### src/rtl/shift_register_n_if.sv
// rtl/shift_register_n_if.sv - control/data bundle for the N-bit universal shift register
//
// Signals:
//   E    clock enable (0 = all state holds)
//   L    parallel load request (priority over M/RTL)
//   M    mode: 00 logical shift, 01 rotate, 10 arithmetic shift, 11 hold
//   RTL  direction: 1 = toward MSB, 0 = toward LSB
//   SI   serial input used by logical shift
//   D    parallel load data
//   Q    register contents
//   nQ   bitwise complement of Q
//   SO   bit that leaves the register on the next shift in the current direction
//   CNT  shifts since last load/reset, saturating at WIDTH
//   DONE CNT == WIDTH
// Modports: master drives the controls and observes the outputs; slave is the register.

interface shift_register_n_if #(
    parameter int WIDTH = 8,
    parameter int CW    = $clog2(WIDTH + 1)
);
    logic             E;
    logic             L;
    logic [1:0]       M;
    logic             RTL;
    logic             SI;
    logic [WIDTH-1:0] D;
    logic [WIDTH-1:0] Q;
    logic [WIDTH-1:0] nQ;
    logic             SO;
    logic [CW-1:0]    CNT;
    logic             DONE;

    modport master (
        output E, L, M, RTL, SI, D,
        input  Q, nQ, SO, CNT, DONE
    );

    modport slave (
        input  E, L, M, RTL, SI, D,
        output Q, nQ, SO, CNT, DONE
    );
endinterface

### src/rtl/shift_register_n.sv
// rtl/shift_register_n.sv - N-bit universal shift register with load, rotate, arithmetic shift and shift counter
//
// Ports:
//   C     clock, all state updates on the rising edge
//   nRST  asynchronous active-low reset; clears Q and CNT without a clock edge
//   bus   shift_register_n_if.slave: E, L, M, RTL, SI, D in; Q, nQ, SO, CNT, DONE out
//
// Per rising edge: E=0 holds everything; E=1,L=1 loads D and clears CNT;
// E=1,L=0 applies the mode in M in the direction given by RTL. Every effective
// shift (any mode except hold) bumps CNT, which saturates at WIDTH.

module shift_register_n #(
    parameter int WIDTH = 8,
    parameter int CW    = $clog2(WIDTH + 1)
) (
    input  logic                  C,
    input  logic                  nRST,
    shift_register_n_if.slave     bus
);

    typedef enum logic [1:0] {
        MODE_LOGICAL = 2'b00,
        MODE_ROTATE  = 2'b01,
        MODE_ARITH   = 2'b10,
        MODE_HOLD    = 2'b11
    } mode_t;

    localparam logic [CW-1:0] CNT_MAX = CW'(WIDTH);

    logic [WIDTH-1:0] q;
    logic [CW-1:0]    cnt;
    logic [WIDTH-1:0] q_shift;
    mode_t            mode;

    assign mode = mode_t'(bus.M);

    // Next value for a shift in the current mode/direction. The hold case is
    // never selected by the register (it is gated below) but keeps the mux total.
    always_comb begin
        q_shift = q;
        unique case (mode)
            MODE_LOGICAL: begin
                if (bus.RTL) q_shift = {q[WIDTH-2:0], bus.SI};
                else         q_shift = {bus.SI, q[WIDTH-1:1]};
            end
            MODE_ROTATE: begin
                if (bus.RTL) q_shift = {q[WIDTH-2:0], q[WIDTH-1]};
                else         q_shift = {q[0], q[WIDTH-1:1]};
            end
            MODE_ARITH: begin
                // Toward MSB fills zero; toward LSB replicates the sign bit.
                if (bus.RTL) q_shift = {q[WIDTH-2:0], 1'b0};
                else         q_shift = {q[WIDTH-1], q[WIDTH-1:1]};
            end
            MODE_HOLD: begin
                q_shift = q;
            end
            default: begin
                q_shift = q;
            end
        endcase
    end

    always_ff @(posedge C or negedge nRST) begin
        if (!nRST) begin
            q   <= '0;
            cnt <= '0;
        end else if (bus.E) begin
            if (bus.L) begin
                q   <= bus.D;
                cnt <= '0;
            end else if (mode != MODE_HOLD) begin
                q <= q_shift;
                if (cnt != CNT_MAX) begin
                    cnt <= cnt + CW'(1);
                end
            end
        end
    end

    // All outputs decode registered state; SO follows the live RTL input so it
    // always names the bit about to leave on the next edge.
    assign bus.Q    = q;
    assign bus.nQ   = ~q;
    assign bus.SO   = bus.RTL ? q[WIDTH-1] : q[0];
    assign bus.CNT  = cnt;
    assign bus.DONE = (cnt == CNT_MAX);

endmodule
### src/flat_wrapper.sv
// flat-port wrapper written by rule: the top's interface ports become plain ports
module shift_register_n_flat 
#(
    parameter int WIDTH = 8,
    parameter int CW    = $clog2(WIDTH + 1)
)
  (C, nRST, bus_E, bus_L, bus_M, bus_RTL, bus_SI, bus_D, bus_Q, bus_nQ, bus_SO, bus_CNT, bus_DONE);
  shift_register_n_if #(.WIDTH(WIDTH), .CW(CW)) bus_i ();
  input  logic C;
  input  logic nRST;
  input wire logic [$bits(bus_i.E)-1:0] bus_E;
  input wire logic [$bits(bus_i.L)-1:0] bus_L;
  input wire logic [$bits(bus_i.M)-1:0] bus_M;
  input wire logic [$bits(bus_i.RTL)-1:0] bus_RTL;
  input wire logic [$bits(bus_i.SI)-1:0] bus_SI;
  input wire logic [$bits(bus_i.D)-1:0] bus_D;
  output wire logic [$bits(bus_i.Q)-1:0] bus_Q;
  output wire logic [$bits(bus_i.nQ)-1:0] bus_nQ;
  output wire logic [$bits(bus_i.SO)-1:0] bus_SO;
  output wire logic [$bits(bus_i.CNT)-1:0] bus_CNT;
  output wire logic [$bits(bus_i.DONE)-1:0] bus_DONE;
  assign bus_i.E = bus_E;
  assign bus_i.L = bus_L;
  assign bus_i.M = bus_M;
  assign bus_i.RTL = bus_RTL;
  assign bus_i.SI = bus_SI;
  assign bus_i.D = bus_D;
  assign bus_Q = bus_i.Q;
  assign bus_nQ = bus_i.nQ;
  assign bus_SO = bus_i.SO;
  assign bus_CNT = bus_i.CNT;
  assign bus_DONE = bus_i.DONE;
  shift_register_n #(.WIDTH(WIDTH), .CW(CW)) u_core (.C(C), .nRST(nRST), .bus(bus_i));
endmodule
### config.mk
export PLATFORM = sky130hd
export DESIGN_NAME = shift_register_n_flat
export DESIGN_NICKNAME = d
export VERILOG_FILES = /design/src/rtl/shift_register_n_if.sv /design/src/rtl/shift_register_n.sv /design/src/flat_wrapper.sv
export SDC_FILE = /design/constraint.sdc
export NUM_CORES = 1
export LEC_CHECK = 0
export BUFFER_PORTS_ARGS = -buffer_cell sky130_fd_sc_hd__buf_2
export CAP_MARGIN = 40
export CORE_MARGIN = 5
export CORE_UTILIZATION = 36
export DETAILED_ROUTE_END_ITERATION = 12
export PLACE_DENSITY = 0.6
export SLEW_MARGIN = 25
export SYNTH_ARGS = -nofsm -noshare
export SYNTH_HDL_FRONTEND = slang
export SYNTH_SLANG_ARGS = --single-unit
### constraint.sdc
create_clock -name C -period 3.2 [get_ports C]
set_input_delay 0.64 -clock C [delete_from_list [all_inputs] [get_ports C]]
set_output_delay 0.64 -clock C [all_outputs]
set_load 0.005 [all_outputs]
Yosys cells after proc, flatten, opt, wreduce, memory -nomap -nowiden
Index checks and enable logic that the tools add are counted.
Widths: inputs -> output; s select.

storage, ports and cells
  register bits after elaboration = 12
  latch bits = 0
  memory bits (writable) = 0
  bits in read-only memories = 0
  input port bits = 16
  output and inout port bits = 22
  memories kept = 0

operators by class
  add/sub/neg operators = 1
  multipliers = 0
  div/mod/pow operators = 0
  $lt $le $gt $ge = 0
  eq/ne operators = 8
  shifts and indexed selects = 0
  muxes and demuxes = 10
  bitwise operators = 1
  reductions and logical operators = 6

operators by type and width
  operator             number
  $mux 8               5
  $pmux 8 s3           1
  $mux 4               3
  $not 8->8            1
  $reduce_and 3->1     2
  $add 4x1->4 const B  1
  $eq 2x2->1 const B   2
  $eq 4x4->1 const B   1
  $ne 2x2->1 const B   2
  $ne 4x4->1 const B   1
  $reduce_and 4->1     1
  $reduce_bool 2->1    2
  $ne 3x3->1 const B   1
  $eq 2x1->1 const B   1
  $logic_not 2->1      1
  $mux 1               1

Depth between registers and ports, before layout
  depth after elaboration = 4
  mapped depth = 6
  gate-level depth less buffers = 6

Worst setup path before layout
Ideal clock, no wire load.

  kind = input -> output
  from = input port bus_RTL
  to = output port bus_SO
  data arrival time = 1106 ps
  required time = 2560 ps
  setup slack = 1454 ps
  cell stages on the path = 3
  buffers on the path = 2
  cells stage by stage = buf_4 > buf_6 > o21ai_0

between the ends
  cells in the longest elaborated chain, start to end = 1

RTL lines
  what         RTL line                text
  from (decl)  flat_wrapper.sv:14      input wire logic [$bits(bus_i.RTL)-1:0] bus_RTL;
  $mux 1       shift_register_n.sv:85  assign bus.SO = bus.RTL ? q[WIDTH-1] : q[0];
  to (decl)    flat_wrapper.sv:19      output wire logic [$bits(bus_i.SO)-1:0] bus_SO;

No other way between the ends.

Final worst setup path
  from = register u_core.cnt[0] (netlist: u_core.bus.CNT[0])
  to = output port bus_DONE

between the ends
  cells in the longest elaborated chain, start to end = 1

RTL lines
  what                    RTL line                text
  from (decl)             shift_register_n.sv:31  logic [CW-1:0] cnt;
  from (signal assigned)  shift_register_n.sv:75  cnt <= cnt + CW'(1);
  $eq 4x4->1              shift_register_n.sv:87  assign bus.DONE = (cnt == CNT_MAX);
  to (decl)               flat_wrapper.sv:21      output wire logic [$bits(bus_i.DONE)-1:0] bus_DONE;

No other way between the ends.

==> impl_metrics.py <==
metrics = {
    "die": {
        "core_region_area_sq_um": 2230,
        "initial_core_util_pct": 38.0,
        "die_w_microns": 58.5,
        "ioPinCount": 38,
        "num_rows": 17,
        "die_h_microns": 58.5,
        "dieArea_sq_um": 3430,
    },
    "cts": {
        "clock-sinks": 12,
        "clk_pin_slew_ps": 70,
        "cts_tree": "built",
        "clk_path_buf_depth": 2,
        "insertion_delay_ps": 270,
        "cts_setup_buffers": 0,
        "cts_resized": 0,
        "htree_levels": 1,
        "cts-root-buf": "clkbuf_4",
        "postCtsHoldBufs": 0,
        "cts_made_buffers": 3,
    },
    "worst_setup_path": {
        "crit_arrival_ps": 1260,
        "critPathKind": "reg2out",
        "cp-start-kind": "register",
        "worst-path-max-fanout": 5,
        "crit_required_ps": 2560,
        "endpoint_kind": "output pin",
    },
    "timing": {
        "worstMarginPinSlew_ps": 527,
        "hold_violations": 0,
        "period_share_pct": 59.3,
        "setup_violations": 0,
        "max_freq_mhz": 527,
        "fin_crit_ps": 1900,
        "worst_slack_ps": 1300,
        "maxSlewViolCount": 0,
        "whs_ps": 244,
        "setup_tns_ps": 0,
        "rsz0062_at_grt": "false",
        "finClkSkew_ps": 5.10,
        "relSlewSlack_pct": 64.9,
    },
    "detailed_routing": {
        "drt_iter0_markers": 19,
        "firstDrtPassIters": 4,
        "vias": 807,
        "viasPerCell": 4.89,
        "postRouteAntennaNets": 0,
        "drc": 0,
        "drt-total-wl_microns": 2050,
        "routedWlPerCell_microns": 12.4,
    },
    "synth": {
        "netlist_area_sq_um": 848,
        "ys_seq_elements": 12,
        "synth_commonest_cells": "14 x inv_1, 12 x dfrtp_1, 11 x a21oi_1, 10 x nor2_1, 9 x nand2_1",
        "synth_area_leaders": "dfrtp_1 35%, mux2i_1 9.4%, ha_1 7.4%",
        "yosysTopAreaCellShare_pct": 35.4,
        "synth_fp_nets": 123,
        "async_flop_share_pct": 100,
        "ys_seq_area_share_pct": 35.4,
        "yosysWarnings": 0,
        "yosysMostFrequentCell": "inv_1",
        "synth_edf_count": 0,
        "synth_top_flop_cell": "dfrtp_1",
        "synth_top_cell_by_area": "dfrtp_1",
        "syn_area_per_cell_sq_um": 8.32,
        "synth_cells": 102,
        "synth.distinct_cells": 26,
    },
    "place": {
        "portBuffers": 37,
        "hpwl_microns": 1550,
        "globalplace.congestion": 0.775,
        "place_worst_setup_slack_ps": 1290,
    },
    "cells_and_area": {
        "num_antenna_cells": 0,
        "syn_to_final_growth_pct": 24.5,
        "layout.nets": 160,
        "fin_util_pct": 47.3,
        "drive_gt1_share_pct": 32.1,
    },
    "grt": {
        "grt_pass1_vias": 760,
        "overflow": 0,
        "grt_max_degree": 23,
        "track_usage_pct": 13.0,
        "grt_antenna_before_repair": 0,
        "grt_first_pass_wirelength_microns": 3440,
    },
    "worst_hold_path": {
        "hold_path.class": "in2async",
    },
    "power_and_ir_drop": {
        "power_mw": 0.447,
        "p_leak_nw": 0.558,
        "ir_drop_uv": 201,
        "powerDensity_nw_per_um2": 424,
    },
    "run": {
        "maxCapViolCount": 0,
    },
    "outcome": {
        "status": "finished clean",
    },
}
==> cells by family after synthesis <==
group	synth area share, %
AOI/OAI and AO/OA	20.2
adders and majority gates	7.37
muxes	10.8
and+or+nand+nor	15.9
buffers and inverters	10.3
DFF	35.4
==> final timing paths <==
check | cells past startpoint | slack, ps | to | from
min in group C | 2 | 570 | u_core.bus.Q[5] | u_core.bus.Q[5]
worst max register to register | 6 | 1780 | u_core.bus.CNT[0] | u_core.bus.CNT[0]
worst min-delay path | 1 | 240 | u_core.bus.Q[1] | nRST
max in group asynchronous | 1 | 2720 | u_core.bus.CNT[2] | nRST
worst min register to register | 2 | 570 | u_core.bus.Q[5] | u_core.bus.Q[5]
worst max-delay path | 4 | 1300 | bus_DONE | u_core.bus.CNT[0]
==> where the power goes <==
group	switching, mW	internal [mW]	leakage [nW]
Clock	0.0476	0.0435	0.0138
Combinational	0.0747	0.0758	0.391
Sequential	0.0309	0.175	0.154
Total	0.153	0.294	0.558
==> registers in the layout, summed over array words and instances, names as in the netlist <==
name and count:
u_core.bus.Q 8, u_core.bus.CNT 4
==> per-stage QoR <==
| stage | cells | area [sq um] |
|---|---|---|
| final | 165 | 1060 |
| after global routing | 165 | 1060 |
| after CTS | 165 | 1060 |
| after detailed placement | 162 | 1030 |
| after global placement | 162 | 1030 |
| after floorplan | 102 | 848 |
==> area by class of cell <==
class | instances | area (sq um)
Timing Repair Buffer | 37 | 185
Multi-Input combinational cell | 71 | 460
Inverter | 14 | 52.6
Clock buffer | 3 | 22.5
Fill cell | 236 | 1180
Sequential cell | 12 | 300
Tap cell | 28 | 35.0
==> layout by cell type (no fill, tap or decap) <==
cell type	synthesis	routed
inv_1	14	14
nor3b_2	1	1
and3b_4	1	1
o31ai_1	2	2
nor3_1	2	2
o22ai_1	1	1
nand2b_1	2	2
o21ai_2	1	1
nor3b_1	1	1
a21oi_1	11	11
ha_1	5	5
nand2_1	9	9
clkbuf_4	0	3
o21ai_0	8	8
mux2_2	1	1
nor2_1	10	10
dfrtp_1	12	12
a31oi_1	1	1
mux2i_1	8	8
a22oi_1	1	1
a22o_1	2	2
o21ai_1	3	3
buf_2	1	37
nand4b_1	1	1
==> critical path: stages, from the launching register on <==
cell and delay, ps:
dfrtp_1 410, inv_1 60, ha_1 190, and3b_4 200
buf_2 120
==> metal layers <==
metal	up-vias	global-route usage (%)	part of all wire (%)
met5	-	0	0
met4	0	6.95	1.8
met3	4	3.29	7.0
met2	22	19.9	46
met1	365	16.6	46
li1	416	-	-
Note: power is estimated with default switching activity, not from simulation.
